**src/rtl/rr_arbiter4.sv**
```systemverilog
// rr_arbiter4: four-way round-robin arbiter with a registered one-hot grant.
// The winner is held as a 2-bit index and decoded to gnt. A request keeps its
// grant for as long as it stays high, and a grant is always followed by at
// least one idle cycle. Priority rotates to the requester after the one just
// released.
// Optional feature: define ARB_TIMEOUT_EN to force a release after MAX_HOLD
// grant cycles, with a one-cycle timeout pulse on the forced release.
module rr_arbiter4 #(
   parameter int MAX_HOLD = 16,
   parameter int CNT_W    = 8
) (
   input  logic       clk,
   input  logic       rst_n,
   input  logic [3:0] req,
   output logic [3:0] gnt,
   output logic [1:0] gnt_idx,
   output logic       gnt_valid,
   output logic       timeout
);

   typedef enum logic {
      IDLE  = 1'b0,
      GRANT = 1'b1
   } state_t;

   state_t     r_state;
   logic [1:0] r_ptr;
   logic [1:0] r_gntIdx;
   logic [3:0] r_gnt;
   logic       r_gntValid;
   logic [1:0] w_winIdx;

`ifdef ARB_TIMEOUT_EN
   logic [CNT_W-1:0] r_holdCnt;
   logic             r_timeout;
`endif

   // Reject parameter sets where the hold counter cannot reach MAX_HOLD-1.
   if (MAX_HOLD < 2 || MAX_HOLD > 255 || (2 ** CNT_W) <= MAX_HOLD) begin : g_badParams
      $error("rr_arbiter4: MAX_HOLD must be 2..255 and below 2**CNT_W");
   end

   // Pick the first requester at or after the pointer; scanning downwards
   // lets the closest candidate to the pointer overwrite the farther ones.
   always_comb begin
      w_winIdx = r_ptr;
      for (int k = 3; k >= 0; k--) begin
         if (req[r_ptr + 2'(k)]) begin
            w_winIdx = r_ptr + 2'(k);
         end
      end
   end

   // Two-state arbitration machine; all outputs are registered here.
   always_ff @(posedge clk or negedge rst_n) begin
      if (!rst_n) begin
         r_state    <= IDLE;
         r_ptr      <= 2'd0;
         r_gntIdx   <= 2'd0;
         r_gnt      <= 4'b0000;
         r_gntValid <= 1'b0;
`ifdef ARB_TIMEOUT_EN
         r_holdCnt  <= '0;
         r_timeout  <= 1'b0;
`endif
      end else begin
`ifdef ARB_TIMEOUT_EN
         r_timeout <= 1'b0;
`endif
         case (r_state)
            IDLE: begin
               if (|req) begin
                  r_gnt      <= 4'b0001 << w_winIdx;
                  r_gntIdx   <= w_winIdx;
                  r_gntValid <= 1'b1;
                  r_state    <= GRANT;
`ifdef ARB_TIMEOUT_EN
                  r_holdCnt  <= '0;
`endif
               end
            end
            GRANT: begin
               if (!req[r_gntIdx]) begin
                  r_gnt      <= 4'b0000;
                  r_gntIdx   <= 2'd0;
                  r_gntValid <= 1'b0;
                  r_ptr      <= r_gntIdx + 2'd1;
                  r_state    <= IDLE;
               end
`ifdef ARB_TIMEOUT_EN
               else if (r_holdCnt == CNT_W'(MAX_HOLD - 1)) begin
                  r_gnt      <= 4'b0000;
                  r_gntIdx   <= 2'd0;
                  r_gntValid <= 1'b0;
                  r_ptr      <= r_gntIdx + 2'd1;
                  r_state    <= IDLE;
                  r_timeout  <= 1'b1;
               end else begin
                  r_holdCnt  <= r_holdCnt + 1'b1;
               end
`endif
            end
            default: begin
               r_state <= IDLE;
            end
         endcase
      end
   end

   assign gnt       = r_gnt;
   assign gnt_idx   = r_gntIdx;
   assign gnt_valid = r_gntValid;
`ifdef ARB_TIMEOUT_EN
   assign timeout   = r_timeout;
`else
   assign timeout   = 1'b0;
`endif

endmodule

```
**config.mk**
```make
export PLATFORM = sky130hd
export DESIGN_NAME = rr_arbiter4
export DESIGN_NICKNAME = d
export VERILOG_FILES = /design/src/rtl/rr_arbiter4.sv
export SDC_FILE = /design/constraint.sdc
export NUM_CORES = 1
export LEC_CHECK = 0
export CAP_MARGIN = 15
export CORE_AREA = 2 2 39 41
export DETAILED_ROUTE_END_ITERATION = 16
export DIE_AREA = 0 0 41 43
export PLACE_DENSITY = 0.72
export SYNTH_ARGS = -nofsm -noshare
export SYNTH_HDL_FRONTEND = slang
export SYNTH_SLANG_ARGS = --single-unit
```
**constraint.sdc**
```tcl
create_clock -name clk -period 2.5 [get_ports clk]
set_clock_uncertainty 0.15 [all_clocks]
set_input_delay 0.75 -clock clk [delete_from_list [all_inputs] [get_ports clk]]
set_output_delay 0.75 -clock clk [all_outputs]
set_load 0.005 [all_outputs]
```
Word-level counts from Yosys, hierarchy flattened
Index checks and enable logic that the tools add are counted.
{"block": "op_classes", "n_addsub": 4, "n_lt_le_gt_ge": 5, "eq_ne": 2, "shift": 1, "n_mux": 26, "bitwise": 2, "n_reduce_logical": 3}
{"cell": "< comparator 2 x 3 -> 1 bit (second input constant)", "count": 5}
{"cell": "2-to-1 mux 2 bit", "count": 6}
{"cell": "binary-select mux 1 bit (select 2 bit)", "count": 5}
{"cell": "2-to-1 mux 1 bit", "count": 9}
{"cell": "2-to-1 mux 4 bit", "count": 2}
{"cell": "case mux 4 bit (2 select lines)", "count": 1}
{"cell": "adder 2 x 1 -> 2 bit (second input constant)", "count": 2}
{"cell": "adder 2 bit (second input constant)", "count": 2}
{"cell": "!= test 2 bit (second input constant)", "count": 2}
{"cell": "case mux 1 bit (2 select lines)", "count": 2}
{"cell": "case mux 2 bit (2 select lines)", "count": 1}
{"cell": "AND reduction 2 bit", "count": 2}
{"cell": "OR reduction 4 bit", "count": 1}
{"cell": "<< shifter 1 x 2 -> 4 bit (first input constant)", "count": 1}
{"cell": "inverter 1 bit", "count": 2}
{"block": "totals", "reg_bits": 10, "input_bits": 6}

Logic depth before layout (Yosys ltp)
Gate-level depths: netlist of the first run.
{"block": "depth", "word_depth": 10, "depth_mapped": 5}

Worst setup path before layout of the first run
No wires, ideal clock.
{"block": "synth_path", "kind": "in2reg", "startpoint": "in req[3]", "endpoint": "reg r_gnt[1] (netlist: gnt[1])", "setup_time_ns": 0.101, "arrival_time_ns": 1.653, "path_slack_ns": 0.596, "path_stages": 5, "n_path_buf": 1, "cell_sequence": "or4_4 -> nand2b_4 -> buf_6 -> nand2_1 -> o32ai_1"}
{"block": "synth_via", "elab_chain_cells": 9}
{"item": "start, declared", "line_no": "14", "text": "input logic [3:0] req,"}
{"item": "binary-select mux 1 bit (select 2 bit)", "line_no": "48", "text": "if (req[r_ptr + 2'(k)]) begin"}
{"item": "2-to-1 mux 1 bit (implied by the code)", "line_no": "48"}
{"item": "2-to-1 mux 2 bit (4 in a row)", "line_no": "48"}
{"item": "<< shifter 1 x 2 -> 4 bit", "line_no": "73", "text": "r_gnt <= 4'b0001 << w_winIdx;"}
{"item": "2-to-1 mux 4 bit", "line_no": "72", "text": "if (|req) begin"}
{"item": "case mux 4 bit (2 select lines)", "line_no": "70", "text": "case (r_state)"}
{"item": "end signal, assigned", "line_no": "73"}
{"item": "end, declared", "line_no": "29", "text": "logic [3:0] r_gnt;"}
Parallel ways exist; a longest one is shown, timed or not. The select of a mux whose other input is x is not followed.
A chain may end at the register's enable or synchronous reset.

Worst setup path after layout of the first run
{"block": "layout_path", "startpoint": "in req[2]", "endpoint": "reg r_gnt[3] (netlist: gnt[3])"}
The elaborated chain is that of the path after synthesis.

==> flow_summary.json, run 1 <==
{
  "netlist_instances": 59,
  "numClockSinks": 10,
  "holdBufCountCts": 0,
  "min_from": "gnt_valid",
  "rsz0062_at_grt": "false",
  "fin_util_pct": 54.5,
  "portBuffers": 12,
  "antenna_cells": 0,
  "finalPower_uw": 878,
  "ctsResizeCount": 0,
  "maxCapViolCount": 0,
  "antenna_found_initial": 0,
  "drc_errors": 0,
  "vias_per_cell": 5.17,
  "synth_seq_cells": 10,
  "outcome": "finished, final reports clean",
  "r2r_slack_ns": 0.96,
  "cts_tree": "built",
  "seq_area_frac_synth_pct": 43.8,
  "startpoint_type": "input port",
  "cts_inserted_buffers": 3,
  "crit_path_cell_trace": "clkdlybuf4s50_1 -> nor2b_1 -> o21ai_0 -> o221ai_1 -> o32ai_1",
  "clkTransAtPathRegs_ns": 0.07,
  "crit_path_end_kind": "flip-flop",
  "routed_wire_length_per_instance_um": 13.4,
  "h-tree-depth": 1,
  "core_sq_um": 1380,
  "synth_ff_type": "dfrtp_1",
  "yosys_warnings": 0,
  "hold_viol": 0,
  "cp.required_ns": 2.51,
  "root_buffer": "clkbuf_4",
  "vdd.ir_drop.worst_uv": 460,
  "tns_ns": 0,
  "min_to": "gnt_valid",
  "cts_setup_buffers": 0,
  "powerDensity_nw_per_um2": 1160,
  "die_area_sq_um": 1760,
  "clk_path_buf_depth": 2,
  "critical_path_class": "input port to flip-flop",
  "hold_depth": 2,
  "min_period_ns": 2.21,
  "async_reset_ff_share_pct": 100,
  "drt-initial-drc-count": 11,
  "ys_types": 27,
  "slowest_delay_ns": 0.49,
  "r2r_end": "gnt[3]",
  "placementRows": 14,
  "ant_nets": 0,
  "hold_class": "flip-flop to flip-flop",
  "mostFrequentLayoutCells": "12 x clkdlybuf4s50_1, 10 x dfrtp_1, 6 x nand2_1",
  "initial_core_util_pct": 41.3,
  "synthToLayoutAreaGrowth_pct": 31.9,
  "syn_area_sq_um": 572,
  "grt_max_degree": 14,
  "crit_arrival_ns": 2.22,
  "cpMaxStageDelayCell": "clkdlybuf4s50_1",
  "finalCritPeriodShare_pct": 88.5,
  "grt_overflow": 0,
  "die_y_um": 43,
  "layout-drive-gt1-share_pct": 18.4,
  "final_max_slew_viol_count": 0,
  "worstPathMaxFanout": 6,
  "syn_area_per_cell_sq_um": 9.69,
  "placedInstanceArea_sq_um": 718,
  "synth_nets": 65,
  "num_vias": 476,
  "cpLargestDelayFamily": "compound AO/OA/AOI/OAI gates",
  "layout.cells.most_common": "clkdlybuf4s50_1",
  "setup_viol": 0,
  "final_cell_area_sq_um": 754,
  "final_nets": 83,
  "grt_use_total_pct": 16.4,
  "gp_congestion": 0.786,
  "place_hpwl_um": 900,
  "grt_pass1_wl_mm": 1.89,
  "crit_cells": 5,
  "path_buf_inv": 1,
  "worstRegToRegCells": 4,
  "fmax_mhz": 452,
  "grt_pass1_vias": 452,
  "clk_latency_ns": 0.27,
  "p_leak_uw": 0.000324,
  "ioPinCount": 14,
  "wl_mm": 1.23,
  "synth_edf_count": 0,
  "worst_hold_slack_ns": 0.365,
  "die_w_um": 41,
  "firstDrtPassIters": 3,
  "r2r_start": "r_ptr[0]"
}
==> worst max-delay path by stage <==
| stage | startpoint | endpoint | slack, ns |
|---|---|---|---|
| 6_report | req[2] | gnt[3] | 0.29 |
| 5_1_grt | req[2] | gnt[3] | 0.20 |
| 4_1_cts | gnt_idx[0] | gnt_idx[0] | 0.27 |
| 3_5_place_dp | req[2] | gnt[3] | 0.02 |
| 3_3_place_gp | req[2] | gnt_idx[1] | 0.08 |
| 2_1_floorplan | req[3] | gnt[1] | 0.60 |
==> cells in the mapped netlist (all sizes together), types with 2 or more instances <==
master,instances,area [sq um]
mux2i,4,40.0
buf,3,23.8
o32ai,4,35.0
nor2,6,25.0
nand2,6,22.5
dfrtp,10,250
o21ai,5,25.0
nor2b,2,12.5
a21oi,2,10.0
inv,4,15.0
==> state kept, by name (all words and copies together), names as in the netlist <==
name / cells
r_state: 1
gnt_idx: 2
gnt: 4
r_ptr: 2
gnt_valid: 1
==> layer usage <==
layer | up-vias | GRT usage (%) | share of wire (%)
li1 | 243 | - | -
met3 | 2 | 3.14 | 3.3
met2 | 9 | 23.1 | 47
met5 | - | 0 | 0
met1 | 222 | 22.3 | 48
met4 | 0 | 10.0 | 1.5
==> report_power, final <==
group | switching (uW) | internal (uW)
clock | 61.1 | 88.6
combinational | 189 | 237
sequential | 66.1 | 236
total | 317 | 561
==> layout make-up <==
| cell class | instances | area, sq um |
|---|---|---|
| clock buffer | 4 | 36.3 |
| fill | 126 | 629 |
| inverter | 4 | 15.0 |
| multi-input combinational | 42 | 283 |
| sequential | 10 | 250 |
| tap | 16 | 20.0 |
| timing repair buffer | 16 | 150 |
==> worst reg2reg max path, stage by stage (launching register included) <==
cell and delay, ns:
dfrtp_1 0.41, nor2b_1 0.08, o21ai_0 0.21, o221ai_1 0.25, o32ai_1 0.33
==> kinds of logic (layout without fill, tap and decap cells) <==
group           after synthesis  count (layout)  synth area share, %
compound gates               18              18                 23.6
xor+xnor                      1               1                 1.53
buf+inv                       7              24                 6.78
flops                        10              10                 43.8
mux                           4               4                 7.00
other cells                   1               1                0.656
simple gates                 18              18                 16.6
==> stage by stage <==
step | setup WS (ns) | std cells
after floorplan | 0.596 | 59
after CTS | 0.269 | 92
after global placement | 0.0769 | 88
after detailed placement | 0.0157 | 88
after global routing | 0.196 | 92
final | 0.288 | 92
(Power assumes the default switching activity.)
==> inputs of run 2 (changes only) <==
--- a/config.mk
+++ b/config.mk
@@ -6,9 +6,9 @@
 export NUM_CORES = 1
 export LEC_CHECK = 0
 export CAP_MARGIN = 15
-export CORE_AREA = 2 2 39 41
+export CORE_AREA = 5 5 42 44
 export DETAILED_ROUTE_END_ITERATION = 16
-export DIE_AREA = 0 0 41 43
+export DIE_AREA = 0 0 47 49
 export PLACE_DENSITY = 0.72
 export SYNTH_ARGS = -nofsm -noshare
 export SYNTH_HDL_FRONTEND = slang
==> run 2 against run 1 <==
- worst hold slack improved by 0.025 ns
- non-clock buffer count fell by 1
- setup slack got worse by 0.023 ns
- first-iteration DRC count rose by 18%
- power fell by 1.2%
- utilization fell by 1.2 points
- routed wire length rose by 6.8%
- clock-buffer cell count did not move
- combinational power fell by 3%
- die area rose by 31%
- cell count fell by 1.1%
- clock power barely moved
- largest cell class unchanged
==> flow_summary.json, run 2 (synthesis gave the netlist of run 1 again) <==
{
  "fmax_mhz": 447,
  "routed_wire_length_per_instance_um": 14.5,
  "worst_slack_ns": 0.265,
  "mostFrequentLayoutCells": "12 x clkdlybuf4s50_1, 10 x dfrtp_1, 6 x nand2_1",
  "grt_use_total_pct": 13.4,
  "crit_path_cell_trace": "clkdlybuf4s50_1",
  "die_y_um": 49,
  "final_nets": 82,
  "drc_errors": 0,
  "r2r_start": "gnt_idx[0]",
  "crit_path_end_kind": "output port",
  "die_w_um": 47,
  "slowest_delay_ns": 0.57,
  "cts_inserted_buffers": 3,
  "ant_nets": 0,
  "grt_overflow": 0,
  "tns_ns": 0,
  "r2r_end": "r_ptr[0]",
  "crit_cells": 1,
  "outcome": "finished, final reports clean",
  "layout.cells.most_common": "clkdlybuf4s50_1",
  "dp_slack_ns": 0.0219,
  "setup_viol": 0,
  "worstRegToRegCells": 5,
  "layout-drive-gt1-share_pct": 17.3,
  "path_buf_inv": 1,
  "largest_reg_flops": 4,
  "clk_latency_ns": 0.27,
  "grt_use_met1_pct": 19.5,
  "place_inst": 87,
  "cts_setup_buffers": 0,
  "portBuffers": 12,
  "grt_pass1_vias": 477,
  "min_period_ns": 2.23,
  "cpLargestDelayFamily": "buffers and inverters",
  "cts_tree": "built",
  "ctsResizeCount": 0,
  "cpMaxStageDelayCell": "clkdlybuf4s50_1",
  "vdd.ir_drop.worst_uv": 492,
  "powerDensity_nw_per_um2": 1160,
  "rsz0062_at_grt": "false",
  "grt_max_degree": 14,
  "cp.required_ns": 1.60,
  "placedInstanceArea_sq_um": 711,
  "die_area_sq_um": 2300,
  "worstPathMaxFanout": 6,
  "antenna_cells": 0,
  "initial_core_util_pct": 40.8,
  "grt_pass1_wl_mm": 2.21,
  "synthToLayoutAreaGrowth_pct": 30.6,
  "grtUsageMet3_pct": 4.06,
  "clkTransAtPathRegs_ns": 0.07,
  "vias_per_cell": 5.35,
  "hold_viol": 0,
  "endpoint": "gnt_idx[0]",
  "cp-startpoint": "gnt_idx[0]",
  "clk_path_buf_depth": 2,
  "grtUsageMet2_pct": 17.4,
  "ioPinCount": 14,
  "wl_mm": 1.32,
  "gp_congestion": 0.816,
  "hold_class": "flip-flop to flip-flop",
  "final_cell_area_sq_um": 747,
  "num_vias": 487,
  "min_from": "gnt_valid",
  "stdcell_count": 91,
  "crit_arrival_ns": 1.33,
  "firstDrtPassIters": 4,
  "drt-initial-drc-count": 13,
  "maxCapViolCount": 0,
  "antenna_found_initial": 0,
  "final_max_slew_viol_count": 0,
  "root_buffer": "clkbuf_4",
  "holdBufCountCts": 0,
  "core_sq_um": 1400,
  "numClockSinks": 10,
  "finalCritPeriodShare_pct": 89.4,
  "place_hpwl_um": 973,
  "grt_busiest_layer": "met1",
  "p_leak_uw": 0.000319,
  "r2r_slack_ns": 0.96,
  "h-tree-depth": 1,
  "critical_path_class": "flip-flop to output port",
  "placementRows": 14,
  "startpoint_type": "flip-flop"
}
run 2: cell count changes in the layout (fill, tap and decap cells not counted), sizes merged:
| cell | before | now |
|---|---|---|
| buf | 4 | 3 |
run 2: layer usage:
metal / up-vias / share of wire, %
met2: 12 / 44
met4: 0 / 1.1
met3: 2 / 5.3
met1: 231 / 50
li1: 242 / -
met5: - / 0
run 2: metrics by stage:
step	utilization (%)	total power (uW)	hold slack, ns
6_report	53.3	867	0.390
4_1_cts	53.3	875	0.399
3_5_place_dp	50.7	719	0.381
3_3_place_gp	50.7	715	0.371
2_1_floorplan	-	555	0.304
5_1_grt	53.3	943	0.420
run 2: how the worst min path moves through the flow:
stage,cells past startpoint,end
floorplan,0,gnt[0]
global placement,2,gnt_valid
detailed placement,2,gnt_valid
CTS,2,gnt_valid
global route,2,r_state
finish,2,gnt_valid
run 2: final cells by class:
cell class                 instances  area (sq um)
clock buffer                       4          36.3
inverter                           4          15.0
sequential                        10           250
multi-input combinational         42           283
tap                               16          20.0
fill                             147           654
timing repair buffer              15           143
run 2: power breakdown:
part | internal (uW) | total, uW | switching [uW]
logic | 226 | 415 | 189
clock network | 88.5 | 147 | 58.4
registers | 236 | 305 | 69.0
total | 550 | 867 | 316
==> inputs of run 3 (changes only) <==
--- a/config.mk
+++ b/config.mk
@@ -10,6 +10,7 @@
 export DETAILED_ROUTE_END_ITERATION = 16
 export DIE_AREA = 0 0 47 49
 export PLACE_DENSITY = 0.72
+export REMOVE_ABC_BUFFERS = 1
 export SYNTH_ARGS = -nofsm -noshare
 export SYNTH_HDL_FRONTEND = slang
 export SYNTH_SLANG_ARGS = --single-unit
==> run 3 against run 2 <==
- routed wire length is 9.9% lower
- fmax is 1.1% higher
- non-clock buffer count stayed put
- setup slack better by 0.025 ns
- die area stayed put
- critical endpoint unchanged
- largest cell class unchanged
- highest routed layer unchanged
==> flow_summary.json, run 3 (synthesis gave the netlist of run 1 again) <==
{
  "pwr-share-comb_pct": 48.8,
  "die_y_um": 49,
  "die_w_um": 47,
  "placementRows": 14,
  "cpMaxStageDelayCell": "clkdlybuf4s50_1",
  "final_nets": 82,
  "grt_use_total_pct": 12.7,
  "numClockSinks": 10,
  "slowest_delay_ns": 0.56,
  "firstDrtPassIters": 4,
  "drc_errors": 0,
  "num_vias": 478,
  "grt_overflow": 0,
  "final_max_slew_viol_count": 0,
  "cp.required_ns": 1.60,
  "top_layer": "met4",
  "maxCapViolCount": 0,
  "crit_path_end_kind": "output port",
  "setup_viol": 0,
  "powerDensity_nw_per_um2": 1160,
  "dp_slack_ns": 0.0698,
  "route.met3.wl_um": 53,
  "critical_path_class": "flip-flop to output port",
  "cts_tree": "built",
  "antenna_found_initial": 0,
  "finalPower_uw": 867,
  "clk_path_buf_depth": 2,
  "drt-initial-drc-count": 10,
  "worst_slack_ns": 0.290,
  "ctsResizeCount": 0,
  "share_seq_of_total_power_pct": 34.7,
  "min_period_ns": 2.21,
  "largest_reg_flops": 4,
  "drt-met1-wl_um": 599,
  "gp_congestion": 0.824,
  "vdd.ir_drop.worst_uv": 489,
  "hold_viol": 0,
  "switching_power_uw": 307,
  "h-tree-depth": 1,
  "cpLargestDelayFamily": "buffers and inverters",
  "worst_hold_slack_ns": 0.386,
  "ant_nets": 0,
  "p_leak_uw": 0.000319,
  "mostFrequentLayoutCells": "12 x clkdlybuf4s50_1, 10 x dfrtp_1, 6 x nand2_1",
  "die_area_sq_um": 2300,
  "finalCritPeriodShare_pct": 88.4,
  "cts_setup_buffers": 0,
  "wl_mm": 1.19,
  "core_sq_um": 1400,
  "wl_met2_um": 504,
  "clkTransAtPathRegs_ns": 0.06,
  "crit_arrival_ns": 1.31,
  "hold_class": "flip-flop to flip-flop",
  "cts_inserted_buffers": 3,
  "p_sw_share_pct": 35.4,
  "layout-drive-gt1-share_pct": 17.3,
  "antenna_cells": 0,
  "ioPinCount": 14,
  "clock_power_share_pct": 16.4,
  "root_buffer": "clkbuf_4",
  "grt_pass1_wl_mm": 2.18,
  "startpoint_type": "flip-flop",
  "portBuffers": 12,
  "fmax_mhz": 452,
  "clk_latency_ns": 0.26,
  "worstPathMaxFanout": 6,
  "grt_pass1_vias": 496,
  "path_buf_inv": 1,
  "synthToLayoutAreaGrowth_pct": 30.6,
  "vias_per_cell": 5.25,
  "grt_max_degree": 14,
  "holdBufCountCts": 0,
  "routed_wire_length_per_instance_um": 13.0,
  "initial_core_util_pct": 40.8,
  "tns_ns": 0,
  "layout.cells.most_common": "clkdlybuf4s50_1",
  "crit_path_cell_trace": "clkdlybuf4s50_1",
  "outcome": "finished, final reports clean",
  "p_int_uw": 560,
  "place_hpwl_um": 898,
  "rsz0062_at_grt": "false"
}
[run 3: cell counts in the layout (fill, tap and decap cells not counted)]
Identical to the previous run, type by type.
[run 3: power by group through the flow]
stage          clock, uW  combinational [uW]  sequential (uW)
2_1_floorplan          0                 236              296
3_3_place_gp           0                 422              301
3_5_place_dp           0                 423              302
4_1_cts              147                 429              301
5_1_grt              154                 472              315
6_report             142                 424              301
[run 3: worst paths after layout]
path                       startpoint         end  slack, ns  cells past startpoint
min                         gnt_valid   gnt_valid       0.39                      2
min reg2reg                 gnt_valid   gnt_valid       0.39                      2
max                        gnt_idx[0]  gnt_idx[0]       0.29                      1
min in group asynchronous       rst_n      gnt[1]       0.64                      1
max in group asynchronous       rst_n     r_state       1.25                      1
max reg2reg                gnt_idx[0]    r_ptr[0]       0.93                      5
[run 3: metal layers]
layer / GRT usage (%) / up-vias
met2: 16.5 / 11
met4: 5.53 / 0
met1: 19.9 / 218
li1: - / 244
met5: 0 / -
met3: 2.21 / 5
[run 3: tightest hold or removal path, cell delays in order (launching register included)]
cell and delay, ns:
dfrtp_1 0.35, o21ai_0 0.08, nand2_1 0.07
[run 3: layout make-up]
type / count / area [sq um]
Clock buffer: 4 / 36.3
Fill cell: 132 / 654
Inverter: 4 / 15.0
Multi-Input combinational cell: 42 / 283
Sequential cell: 10 / 250
Tap cell: 16 / 20.0
Timing Repair Buffer: 15 / 143
[run 3: per-stage QoR]
stage | cell area [sq um] | utilization [%] | cells
after detailed placement | 711 | 50.7 | 87
final | 747 | 53.3 | 91
after floorplan | 548 | - | 56
after global routing | 747 | 53.3 | 91
after global placement | 711 | 50.7 | 87
after CTS | 747 | 53.3 | 91
